[src/rtl/mealy_ctx_sched.sv]
// rtl/mealy_ctx_sched.sv - round-robin time-multiplexed 2-bit Mealy transducer with per-channel context
// Optional per-channel grant counters are enabled with MEALY_SCHED_STATS_EN.
module mealy_ctx_sched #(
  parameter int N_CH  = 4,
  parameter int CH_W  = (N_CH > 1) ? $clog2(N_CH) : 1,
  parameter int CNT_W = 16
) (
  input  logic             clk,
  input  logic             rst,
  input  logic [N_CH-1:0]  in_valid,
  input  logic [N_CH-1:0]  in_a,
  input  logic [N_CH-1:0]  in_b,
  output logic [N_CH-1:0]  in_ready,
  input  logic [N_CH-1:0]  ctx_clr,
  output logic             out_valid,
  input  logic             out_ready,
  output logic [CH_W-1:0]  out_ch,
  output logic [1:0]       out_y,
  output logic [1:0]       out_s,
`ifdef MEALY_SCHED_STATS_EN
  input  logic [CH_W-1:0]  stat_sel,
  output logic [CNT_W-1:0] stat_cnt,
`endif
  output logic             busy
);

  localparam logic [CH_W:0]   N_CH_EXT = (CH_W + 1)'(N_CH);
  localparam logic [CH_W-1:0] LAST_CH  = CH_W'(N_CH - 1);

  logic [1:0]      ctx [N_CH];
  logic [CH_W-1:0] rr_ptr;

  logic            accept;
  logic            found;
  logic            grant;
  logic [CH_W-1:0] gnt_idx;
  logic [CH_W:0]   idx_w;

  logic [1:0]      s_eff;
  logic            sym_a;
  logic            sym_b;
  logic [1:0]      y;
  logic [1:0]      n;

  assign accept = ~out_valid | out_ready;

  // Rotating-priority search: first requester at or after rr_ptr, wrapping at N_CH.
  always_comb begin
    found   = 1'b0;
    gnt_idx = '0;
    idx_w   = '0;
    for (int k = 0; k < N_CH; k++) begin
      idx_w = {1'b0, rr_ptr} + (CH_W + 1)'(k);
      if (idx_w >= N_CH_EXT) begin
        idx_w = idx_w - N_CH_EXT;
      end
      if (!found && in_valid[idx_w[CH_W-1:0]]) begin
        found   = 1'b1;
        gnt_idx = idx_w[CH_W-1:0];
      end
    end
  end

  assign grant = found & accept & ~rst;

  always_comb begin
    in_ready = '0;
    if (grant) begin
      in_ready[gnt_idx] = 1'b1;
    end
  end

  // A same-cycle clear wins over the stored context for the symbol being processed.
  always_comb begin
    s_eff = ctx_clr[gnt_idx] ? 2'b00 : ctx[gnt_idx];
    sym_a = in_a[gnt_idx];
    sym_b = in_b[gnt_idx];
    y[0]  = (~sym_a & sym_b) | (s_eff[1] & s_eff[0]) | (s_eff[1] & sym_b);
    y[1]  = (~s_eff[1] & sym_a) | (~s_eff[0] & ~sym_b & sym_a);
    n[1]  = y[1];
    n[0]  = (~s_eff[0] & sym_b) | (s_eff[1] & s_eff[0]) | (s_eff[1] & sym_b);
  end

  always_ff @(posedge clk) begin
    if (rst) begin
      for (int i = 0; i < N_CH; i++) begin
        ctx[i] <= 2'b00;
      end
      rr_ptr    <= '0;
      out_valid <= 1'b0;
      out_ch    <= '0;
      out_y     <= 2'b00;
      out_s     <= 2'b00;
    end else begin
      for (int i = 0; i < N_CH; i++) begin
        if (grant && gnt_idx == CH_W'(i)) begin
          ctx[i] <= n;
        end else if (ctx_clr[i]) begin
          ctx[i] <= 2'b00;
        end
      end
      if (grant) begin
        out_valid <= 1'b1;
        out_ch    <= gnt_idx;
        out_y     <= y;
        out_s     <= n;
        rr_ptr    <= (gnt_idx == LAST_CH) ? '0 : gnt_idx + CH_W'(1);
      end else if (out_ready) begin
        out_valid <= 1'b0;
      end
    end
  end

  assign busy = (|in_valid) | out_valid;

`ifdef MEALY_SCHED_STATS_EN
  logic [CNT_W-1:0] cnt [N_CH];

  // Clear precedes increment, so a cleared-and-granted channel reads 1.
  always_ff @(posedge clk) begin
    if (rst) begin
      for (int i = 0; i < N_CH; i++) begin
        cnt[i] <= '0;
      end
    end else begin
      for (int i = 0; i < N_CH; i++) begin
        if (ctx_clr[i]) begin
          cnt[i] <= (grant && gnt_idx == CH_W'(i)) ? CNT_W'(1) : '0;
        end else if (grant && gnt_idx == CH_W'(i)) begin
          cnt[i] <= cnt[i] + CNT_W'(1);
        end
      end
    end
  end

  always_comb begin
    stat_cnt = '0;
    if ({1'b0, stat_sel} < N_CH_EXT) begin
      stat_cnt = cnt[stat_sel];
    end
  end
`endif

endmodule

[config.mk]
export PLATFORM = sky130hd
export DESIGN_NAME = mealy_ctx_sched
export DESIGN_NICKNAME = d
export VERILOG_FILES = /design/src/rtl/mealy_ctx_sched.sv
export SDC_FILE = /design/constraint.sdc
export NUM_CORES = 1
export LEC_CHECK = 0
export CAP_MARGIN = 10
export CORE_UTILIZATION = 44
export CTS_CLUSTER_SIZE = 14
export DETAILED_ROUTE_END_ITERATION = 8
export GPL_TIMING_DRIVEN = 0
export HOLD_SLACK_MARGIN = 0.03
export PLACE_DENSITY = 0.74
export SYNTH_ARGS = -nofsm -noshare
export SYNTH_HDL_FRONTEND = slang
export SYNTH_SLANG_ARGS = --single-unit
[constraint.sdc]
create_clock -name clk -period 6.1 [get_ports clk]
set_clock_uncertainty 0.1 [all_clocks]
set_input_delay 0.915 -clock clk [delete_from_list [all_inputs] [get_ports clk]]
set_output_delay 0.915 -clock clk [all_outputs]
set_load 0.005 [all_outputs]
==> impl_metrics.json <==
{
  "ant_nets": 0,
  "first_global_vias": 947,
  "dp_hpwl_um": 1973,
  "synthToLayoutAreaGrowth_pct": 32.93,
  "min_path_type": "reg2reg",
  "final.setup.tns_ns": 0,
  "fin_nets": 178,
  "insertion_delay_ns": 0.29,
  "die_area_um2": 2772,
  "path_delay_family": "buffers and inverters",
  "syn_avg_cell_area_um2": 9.405,
  "cpMaxStageDelayCell": "nor4_1",
  "cts_buffers": 3,
  "synth_largest_area_cell": "edfxtp_1",
  "critPathMaxStageDelay_ns": 0.63,
  "vias": 1007,
  "power.density_nw_per_um2": 251.4,
  "synth_seq_cells": 16,
  "hp-start": "out_ch[0]$_SDFFE_PP0P_",
  "die_y_um": 52.65,
  "synthTopCellsByArea": "edfxtp_1, dfxtp_1, ha_1, a211oi_2, nor2_1",
  "power_mw": 0.3772,
  "r2r_start": "rr_ptr[1]$_SDFFE_PP0P_",
  "drive_gt1_frac": 0.1364,
  "initial_core_util": 0.4868,
  "cap_violations": 0,
  "grt_pass1_wl_um": 4222,
  "relSlewSlack": 0.5684,
  "synth_compound_area_frac": 0.2317,
  "period_share": 0.6855,
  "fillers": 193,
  "htreeDepth": 1,
  "syn_nets": 143,
  "path_clk_slew_ns": 0.09,
  "grt_max_degree": 11,
  "async_flop_share": 0,
  "rsz0062_at_grt": "false",
  "cts_resized": 0,
  "synth_flop_cell": "edfxtp_1",
  "muxShareOfSynthArea": 0.04989,
  "synth_top_family_by_area": "simple AND/OR/NAND/NOR gates",
  "end_kind": "output pin",
  "diodes": 0,
  "cts.sinks": 16,
  "critPathMostFrequentCell": "clkdlybuf4s50_1",
  "synth_most_common_cell": "nor2_1",
  "overflow": 0,
  "crit_buf_inv": 4,
  "yosys.area_share.xor_xnor": 0,
  "dr.pass1.iters": 4,
  "syn_inst": 120,
  "clockBufferDepth": 2,
  "cts_setup_buffers": 0,
  "vdd_drop_max_mv": 0.1718,
  "path_depth": 7,
  "period_needed_ns": 4.182,
  "first_iter_violations": 20,
  "seq_area_frac_synth": 0.3548,
  "synthSimpleGateAreaFrac": 0.2627,
  "crit_chain": "clkdlybuf4s50_1 > nor4_1 > nor3_1 > clkbuf_1 > nand2_1 > inv_1 > clkdlybuf4s50_1",
  "wl_um": 2643,
  "core_um2": 2318,
  "hold_viol": 0,
  "place.gp.congestion": 0.7872,
  "synth_common_cells": "nor2_1, dfxtp_1, edfxtp_1, nand2_1, nand3_1",
  "max_slew.worst_pin.slew_ns": 0.6414,
  "synth_edf_count": 8,
  "worst-endpoint-required_ns": 5.08,
  "dp.cells": 178,
  "port_buffers": 30,
  "synth_top_area_frac": 0.2129,
  "worstSetupStartpointType": "primary input",
  "holdBufCountCts": 0,
  "grt_antenna_before_repair": 0,
  "grt_usage": 0.2116,
  "holdPathStages": 2,
  "p_leak_nw": 0.6056,
  "post_drt_wl_per_cell_um": 14.52,
  "slew_violations": 0,
  "status": "complete, no violations",
  "rows": 17,
  "netlist_area_um2": 1129,
  "routed_via_density": 5.533,
  "setup_viol": 0,
  "drc": 0,
  "crit_type": "in2out",
  "die_w_um": 52.65,
  "stdcell_count": 182,
  "fmax_mhz": 239.1,
  "ys_warn_count": 0,
  "arrival_ns": 3.17,
  "clock-root-buffer": "clkbuf_4",
  "r2r_cells": 7,
  "synth_fa_ha_area_frac": 0.04435,
  "cts_tree": "done",
  "io_pins": 31,
  "synth_cell_types": 45,
  "cp-startpoint": "in_valid[1]",
  "worstPathMaxFanout": 10
}
flip-flops by register name, summed over array words and instances (netlist names):
signal	flops
ctx	8
out_ch	2
out_y	2
rr_ptr	2
out_s	1
out_valid	1
tightest hold or removal path: cells and delay by family, from the launching register on:
| kind | cells | cell delay [ns] |
|---|---|---|
| and+or+nand+nor | 1 | 0.06 |
| AOI/OAI and AO/OA | 1 | 0.06 |
| DFF | 1 | 0.32 |
report_power, final:
part / switching (mW) / internal, mW / leakage [nW]
Clock: 0.0356 / 0.0364 / 0.0210
Sequential: 0.00951 / 0.129 / 0.156
Combinational: 0.0836 / 0.0830 / 0.429
stage by stage:
step	instance area [um^2]	utilization	worst slack (ns)	hold WS, ns
finish	1500	0.6471	1.918	0.3822
floorplan	1129	-	3.159	0.3649
global placement	1464	0.6314	2.062	0.3635
CTS	1500	0.6471	1.970	0.3895
global route	1500	0.6471	1.773	0.4323
detailed placement	1464	0.6314	2.000	0.3761
worst paths after layout:
kind | slack [ns] | end
setup / recovery | 1.92 | in_ready[0]
hold / removal | 0.38 | out_ch[0]$_SDFFE_PP0P_
setup reg to reg | 3.69 | ctx[3][0]$_SDFFCE_PP0P_
hold reg to reg | 0.38 | out_ch[0]$_SDFFE_PP0P_
cells by family after synthesis:
kind of cell / count (synthesis)
AO/OA/AOI/OAI: 31
adder cells (fa/ha/maj): 4
buffers and inverters: 12
flip-flops: 16
multiplexers: 5
AND/OR/NAND/NOR: 52
cell type report:
cell class / instances / area [um^2] / area share
Buffer: 5 / 30.03 / 0.02002
Clock buffer: 4 / 36.28 / 0.02419
Inverter: 7 / 33.78 / 0.02252
Multi-Input combinational cell: 92 / 664.4 / 0.4429
Sequential cell: 16 / 400.4 / 0.2669
Tap cell: 28 / 35.03 / 0.02335
Timing Repair Buffer: 30 / 300.3 / 0.2002
per-layer routing:
layer  global-route usage  vias to the layer above  part of all wire
met4              0.08333                        0             0.013
met5                    0                        -                 0
met3              0.02899                        4             0.052
met1               0.2584                      468              0.45
li1                     -                      501                 -
met2               0.3692                       34              0.48
placed cells by master, fill, tap and decap left out, types with 2 or more instances in the layout:
| cell | Yosys | layout |
|---|---|---|
| o211ai_1 | 2 | 2 |
| a211oi_2 | 3 | 3 |
| nand2b_1 | 4 | 4 |
| clkdlybuf4s50_1 | 0 | 30 |
| o21ai_0 | 6 | 6 |
| nand3_1 | 7 | 7 |
| nor3_1 | 2 | 2 |
| clkbuf_4 | 0 | 3 |
| dfxtp_1 | 8 | 8 |
| nand3b_1 | 2 | 2 |
| or3_1 | 5 | 5 |
| clkbuf_1 | 2 | 2 |
| ha_1 | 4 | 4 |
| and2_1 | 5 | 5 |
| a21oi_1 | 3 | 3 |
| nor2_1 | 10 | 10 |
| nand2_1 | 8 | 8 |
| mux2i_1 | 3 | 3 |
| a21boi_0 | 4 | 4 |
| inv_1 | 6 | 6 |
| nor2b_1 | 3 | 3 |
| edfxtp_1 | 8 | 8 |
Note: power is estimated with default switching activity, not from simulation.
